$ cat src/rtl/fetch_sequencer.sv
// rtl/fetch_sequencer.sv - three-cycle fetch/latch/execute sequencer with pc, instruction register and flags
module fetch_sequencer (
  input  logic        clk,
  input  logic        rst_n,
  input  logic        run,
  output logic [7:0]  rom_addr,
  input  logic [12:0] rom_data,
  output logic [4:0]  opcode,
  output logic [7:0]  operand,
  input  logic        PC_LOAD,
  input  logic        PC_EN,
  input  logic        HALT,
  input  logic        ALU_EN,
  input  logic        alu_zero,
  input  logic        alu_carry,
  output logic        zeroF,
  output logic        carryF,
  output logic        exec_valid,
  output logic [7:0]  pc,
  output logic        halted
);

  typedef enum logic [2:0] {
    S_IDLE   = 3'd0,
    S_FETCH  = 3'd1,
    S_LATCH  = 3'd2,
    S_EXEC   = 3'd3,
    S_HALTED = 3'd4
  } state_t;

  state_t      state_q, state_d;
  logic [7:0]  pc_q, pc_d;
  logic [4:0]  opcode_q, opcode_d;
  logic [7:0]  operand_q, operand_d;
  logic        zero_q, zero_d;
  logic        carry_q, carry_d;
  logic        exec_q, halted_q;

  always_comb begin
    state_d   = state_q;
    pc_d      = pc_q;
    opcode_d  = opcode_q;
    operand_d = operand_q;
    zero_d    = zero_q;
    carry_d   = carry_q;
    case (state_q)
      S_IDLE: begin
        if (run) state_d = S_FETCH;
      end
      S_FETCH: begin
        state_d = S_LATCH;
      end
      S_LATCH: begin
        opcode_d  = rom_data[12:8];
        operand_d = rom_data[7:0];
        state_d   = S_EXEC;
      end
      S_EXEC: begin
        // HALT wins over everything, including the flag update
        if (HALT) begin
          state_d = S_HALTED;
        end else begin
          if (PC_LOAD)    pc_d = operand_q;
          else if (PC_EN) pc_d = pc_q + 8'd1;
          if (ALU_EN) begin
            zero_d  = alu_zero;
            carry_d = alu_carry;
          end
          state_d = run ? S_FETCH : S_IDLE;
        end
      end
      S_HALTED: begin
        state_d = S_HALTED;
      end
      default: begin
        state_d = S_IDLE;
      end
    endcase
  end

  // exec_valid/halted are registered from the next-state so they never glitch
  always_ff @(posedge clk or negedge rst_n) begin
    if (!rst_n) begin
      state_q   <= S_IDLE;
      pc_q      <= 8'h00;
      opcode_q  <= 5'b00000;
      operand_q <= 8'h00;
      zero_q    <= 1'b0;
      carry_q   <= 1'b0;
      exec_q    <= 1'b0;
      halted_q  <= 1'b0;
    end else begin
      state_q   <= state_d;
      pc_q      <= pc_d;
      opcode_q  <= opcode_d;
      operand_q <= operand_d;
      zero_q    <= zero_d;
      carry_q   <= carry_d;
      exec_q    <= (state_d == S_EXEC);
      halted_q  <= (state_d == S_HALTED);
    end
  end

  assign rom_addr   = pc_q;
  assign pc         = pc_q;
  assign opcode     = opcode_q;
  assign operand    = operand_q;
  assign zeroF      = zero_q;
  assign carryF     = carry_q;
  assign exec_valid = exec_q;
  assign halted     = halted_q;

endmodule

$ cat config.mk
export PLATFORM = sky130hd
export DESIGN_NAME = fetch_sequencer
export DESIGN_NICKNAME = d
export VERILOG_FILES = /design/src/rtl/fetch_sequencer.sv
export SDC_FILE = /design/constraint.sdc
export NUM_CORES = 1
export LEC_CHECK = 0
export CORE_UTILIZATION = 38
export DETAILED_ROUTE_END_ITERATION = 10
export MAX_ROUTING_LAYER = met4
export PLACE_DENSITY_LB_ADDON = 0.25
export SLEW_MARGIN = 20
export SYNTH_ARGS = -nofsm -noshare
export SYNTH_HDL_FRONTEND = slang
export SYNTH_SLANG_ARGS = --single-unit
$ cat constraint.sdc
create_clock -name clk -period 1.3 [get_ports clk]
set_clock_uncertainty 0.05 [all_clocks]
set_input_delay 0.325 -clock clk [delete_from_list [all_inputs] [get_ports clk]]
set_output_delay 0.325 -clock clk [all_outputs]
set_load 0.02 [all_outputs]
# ---- Word-level counts from Yosys, hierarchy flattened
# Index checks and enable logic that the tools add are counted.
dict set report classes {
  n_eq_ne 6
  bitwise 1
  n_reduce_logical 4
  mux 6
  addsub 1
}
# op n
set ops {}
lappend ops {{two-way mux 8 bit} 2}
lappend ops {{case mux 3 bit (5 select lines)} 1}
lappend ops {{equality test 3 x 2 -> 1 bit (second input constant)} 3}
lappend ops {{adder 8 x 1 -> 8 bit (second input constant)} 1}
lappend ops {{equality test 3 bit (second input constant)} 2}
lappend ops {{two-way mux 3 bit} 2}
lappend ops {{AND reduction 3 bit} 2}
lappend ops {{equality test 3 x 1 -> 1 bit (second input constant)} 1}
lappend ops {{logical NOT 3 bit} 1}
lappend ops {{nonzero test 2 bit} 1}
lappend ops {{two-way mux 1 bit} 1}
lappend ops {{NOT 1 bit} 1}
dict set report word_totals {
  register_bits 28
  inputBits 22
  elab_cells 26
}

# ---- Logic depth before layout (Yosys ltp)
dict set report logic_depth {
  word_depth 4
  mapped_depth 6
  mapped_depth_nobuf 5
}

# ---- Worst setup path before layout
# No wires, ideal clock.
dict set report synth_timing {
  path_type {flip-flop to flip-flop}
  start {reg pc_q[0], in the netlist pc[0]}
  end {reg pc_q[4], in the netlist pc[4]}
  setup_ns 0.127
  synth_period_minus_slack_ns 1.576
  path_buffers 0
  setup_slack_ns -0.276
  arrival_ns 1.400
  stages_incl_launch_ff 6
  path_cell_list {dfrtp_1 ha_1 nand3_1 or2b_2 o22ai_1 a22oi_2}
}
dict set report synth_between {
  elab_chain_len 3
}
# element line_no
set synth_lines {}
lappend synth_lines {{from (decl)} 32} ;# logic [7:0] pc_q, pc_d;
lappend synth_lines {{from (signal assigned)} 94} ;# pc_q <= pc_d;
lappend synth_lines {{adder 8 x 1 -> 8 bit} 64} ;# else if (PC_EN) pc_d = pc_q + 8'd1;
lappend synth_lines {{two-way mux 8 bit} 64}
lappend synth_lines {{two-way mux 8 bit} 63} ;# if (PC_LOAD) pc_d = operand_q;
# Every way passes these cells. The select of a mux whose other input is x is not followed.
# A chain may end at the register's enable or synchronous reset.

# ---- Final worst setup path
dict set report layout_timing {
  start {reg state_q[2]}
  end {reg pc_q[5], in the netlist pc[5]}
}
dict set report layout_between {
  elab_chain_len 2
}
# element line_no
set layout_lines {}
lappend layout_lines {{from (decl)} 31} ;# state_t state_q, state_d;
lappend layout_lines {{from (signal assigned)} 93} ;# state_q <= state_d;
lappend layout_lines {{equality test 3 x 2 -> 1 bit} 46} ;# case (state_q)
lappend layout_lines {{AND reduction 3 bit (no line)} n/a}
# Every way passes these cells.

==> metrics.cfg <==
[sta]
worst_slack_ns=-0.110
slew_headroom_pct=84.9
setup_viol=32
post-route-period-util_pct=108
rsz0062_at_grt=yes
tightestPinTransition_ns=0.225
hold_ws_ns=0.279
fin_crit_ns=1.41
slew_viol_final=0
finalHoldViolations=0
max_freq_mhz=709

[detailed_routing]
vias=1197
ant_nets=0
via_per_inst=4.79
drtIter0Drc=35
wl_um=3460
drc=0
first_pass_iters=4
wire_per_inst_um=13.9

[grt]
grtUsageTotal_pct=20.4
grt_pass1_wl_um=5420
grt_overflow=0
antenna_found_initial=0
grt_pass1_vias=1218
grt_max_degree=29

[critical_path]
worstPathArrival_ns=1.62
timing.rr.end=pc[5]
cp-start-kind=flip-flop
startpoint=state_q[2]
path_cells=nor4_4, buf_4, buf_6, a21oi_2, a21oi_1
critPathTopFamily=flip-flops
critPathRequiredTime_ns=1.51
cp_max_fo=5
r2r-start=state_q[2]
cp_slowest_cell=dfrtp_2
crit_buf_inv=2
path_class=reg2reg
crit_end=pc[5]
cp.depth=5
reg2reg_depth=5
slowest_delay_ns=0.47
rrSetupSlack_ns=-0.11
end_kind=flip-flop

[layout]
syn_to_final_growth_pct=79.4
design_area_um2=2460
drive_above_1_share_pct=64.2
fillers=226
diodes=0
seq_area_um2=708
multi_input_area_um2=714
fin_nets=228
stdcell_count=250

[die]
die_x_um=62.0
fp.dieH_um=62.0
ioPinCount=55
start_util_pct=40.4
core_um2=3390
std_cell_rows=21
die-area_um2=3850

[placement]
portBuffers=54
gp_congestion=0.739
dp_cells=238
dp_hpwl_um=2380
place_area_um2=2230
dp_slack_ns=-0.468

[synthesis]
synth_seq_area_share_pct=51.2
yosysWarnings=0
synthDistinctLibCells=31
syn-instance-count=113
syn_area_um2=1370
ys_ff_latch=28
avgSynthCellArea_um2=12.1
synth_nets=136

[power_and_ir_drop]
ir_drop_uv=1280
p_total_mw=6.47
powerDensity_nw_per_um2=2630
leakage_nw=1.13

[flow_run]
maxCapViolCount=0

[cts]
cts.sinks=28
clock_path_buffers=2
hold_buffers=0
cts_tree=built
cts.htree.levels=1
numCtsBuffers=3
clockRootBuffer=clkbuf_4
insertion_delay_ns=0.33
clk_pin_slew_ns=0.15

[worst_hold_path]
hold_path.class=in2async

[outcome]
violations=negative setup slack
status=finished with violations

## power breakdown
| part | switching (mW) | internal [mW] |
|---|---|---|
| Clock | 0.259 | 0.171 |
| Combinational | 1.87 | 2.46 |
| Sequential | 0.391 | 1.32 |
| Total | 2.52 | 3.95 |
## cells in the mapped netlist, drive strengths merged
library cell,instances,share of area (%)
o21ai,4,1.5
a22o,2,1.3
nand3b,1,0.55
nor4,1,1.6
a22oi,1,0.91
or2b,1,0.64
a21bo,1,0.73
or3,1,0.46
mux2i,2,1.5
o21a,1,0.55
ha,1,0.91
nor2,10,2.7
a21boi,1,0.82
mux2,15,12
nor3b,1,0.91
a2bb2oi,2,1.7
o22a,2,1.5
nand4,2,0.91
clkbuf,1,1.0
inv,3,0.82
o22ai,2,0.91
xnor2,1,0.64
dfrtp,28,51
buf,12,7.4
a21oi,7,3.1
nand2,4,1.3
nand3,6,2.2
## placed cells by master, fill, tap and decap left out, drive strengths merged, types with 2 or more instances in the layout
master         Yosys  final
buf               12     79
dfrtp             28     28
clkdlybuf4s50      0     19
mux2              15     15
nor2              10     10
a21oi              7      7
nand3              6      6
nand2              4      4
clkbuf             1      4
o21ai              4      4
inv                3      3
a22o               2      2
o22a               2      2
o22ai              2      2
nand4              2      2
mux2i              2      2
a2bb2oi            2      2
## worst min path at each step
stage	startpoint	endpoint	slack [ns]
6_report	rst_n	operand[4]	0.28
5_1_grt	rst_n	opcode[2]	0.28
4_1_cts	rst_n	pc[4]	0.28
3_5_place_dp	opcode[3]	opcode[3]	0.44
3_3_place_gp	opcode[3]	opcode[3]	0.44
2_1_floorplan	rst_n	carryF	-0.02
## state kept, by name (all words and copies together), names as in the netlist
register and flops:
carryF 1, exec_valid 1, halted 1, opcode 5, operand 8, pc 8
state_q 3, zeroF 1
## metrics by stage
stage               utilization, %  setup TNS (ns)
CTS                           65.7           -1.51
finish                        72.5           -1.52
global route                  72.5           -3.11
global placement              65.9           -4.50
detailed placement            65.9           -5.47
floorplan                        -           -1.36
## logic make-up after synthesis
group	synth area share (%)
XOR/XNOR	0.640
AND/OR/NAND/NOR	11.2
buffers and inverters	9.23
flip-flops	51.2
AO/OA/AOI/OAI	13.0
adder cells (fa/ha/maj)	0.914
multiplexers	13.8
## cell type report
| class | count | share of cell area [%] |
|---|---|---|
| flip-flops and latches | 28 | 28.8 |
| well taps | 46 | 2.34 |
| multi-input cells | 69 | 29.1 |
| clock buffers | 4 | 1.48 |
| repair buffers | 100 | 37.8 |
| inverters | 3 | 0.458 |
## worst reg2reg max path, cell delays in order, from the launching register on
cell	delay, ns
dfrtp_2	0.47
nor4_4	0.28
buf_4	0.20
buf_6	0.13
a21oi_2	0.05
a21oi_1	0.16
## layer usage
metal	part of all wire, %	GRT usage, %	routed length (µm)
met5	0	-	0
met1	44	23.6	1510
met4	0.52	8.57	18
met2	53	35.9	1830
met3	2.9	1.86	99
## repair_timing
item,4_1_cts,5_1_grt
gates cloned,1,0
endpoints found under the setup margin,56,54
hold endpoints to repair,0,0
resized for setup,166,54
pin swaps,9,3
setup buffers,2,6
Note: power is estimated with default switching activity, not from simulation.
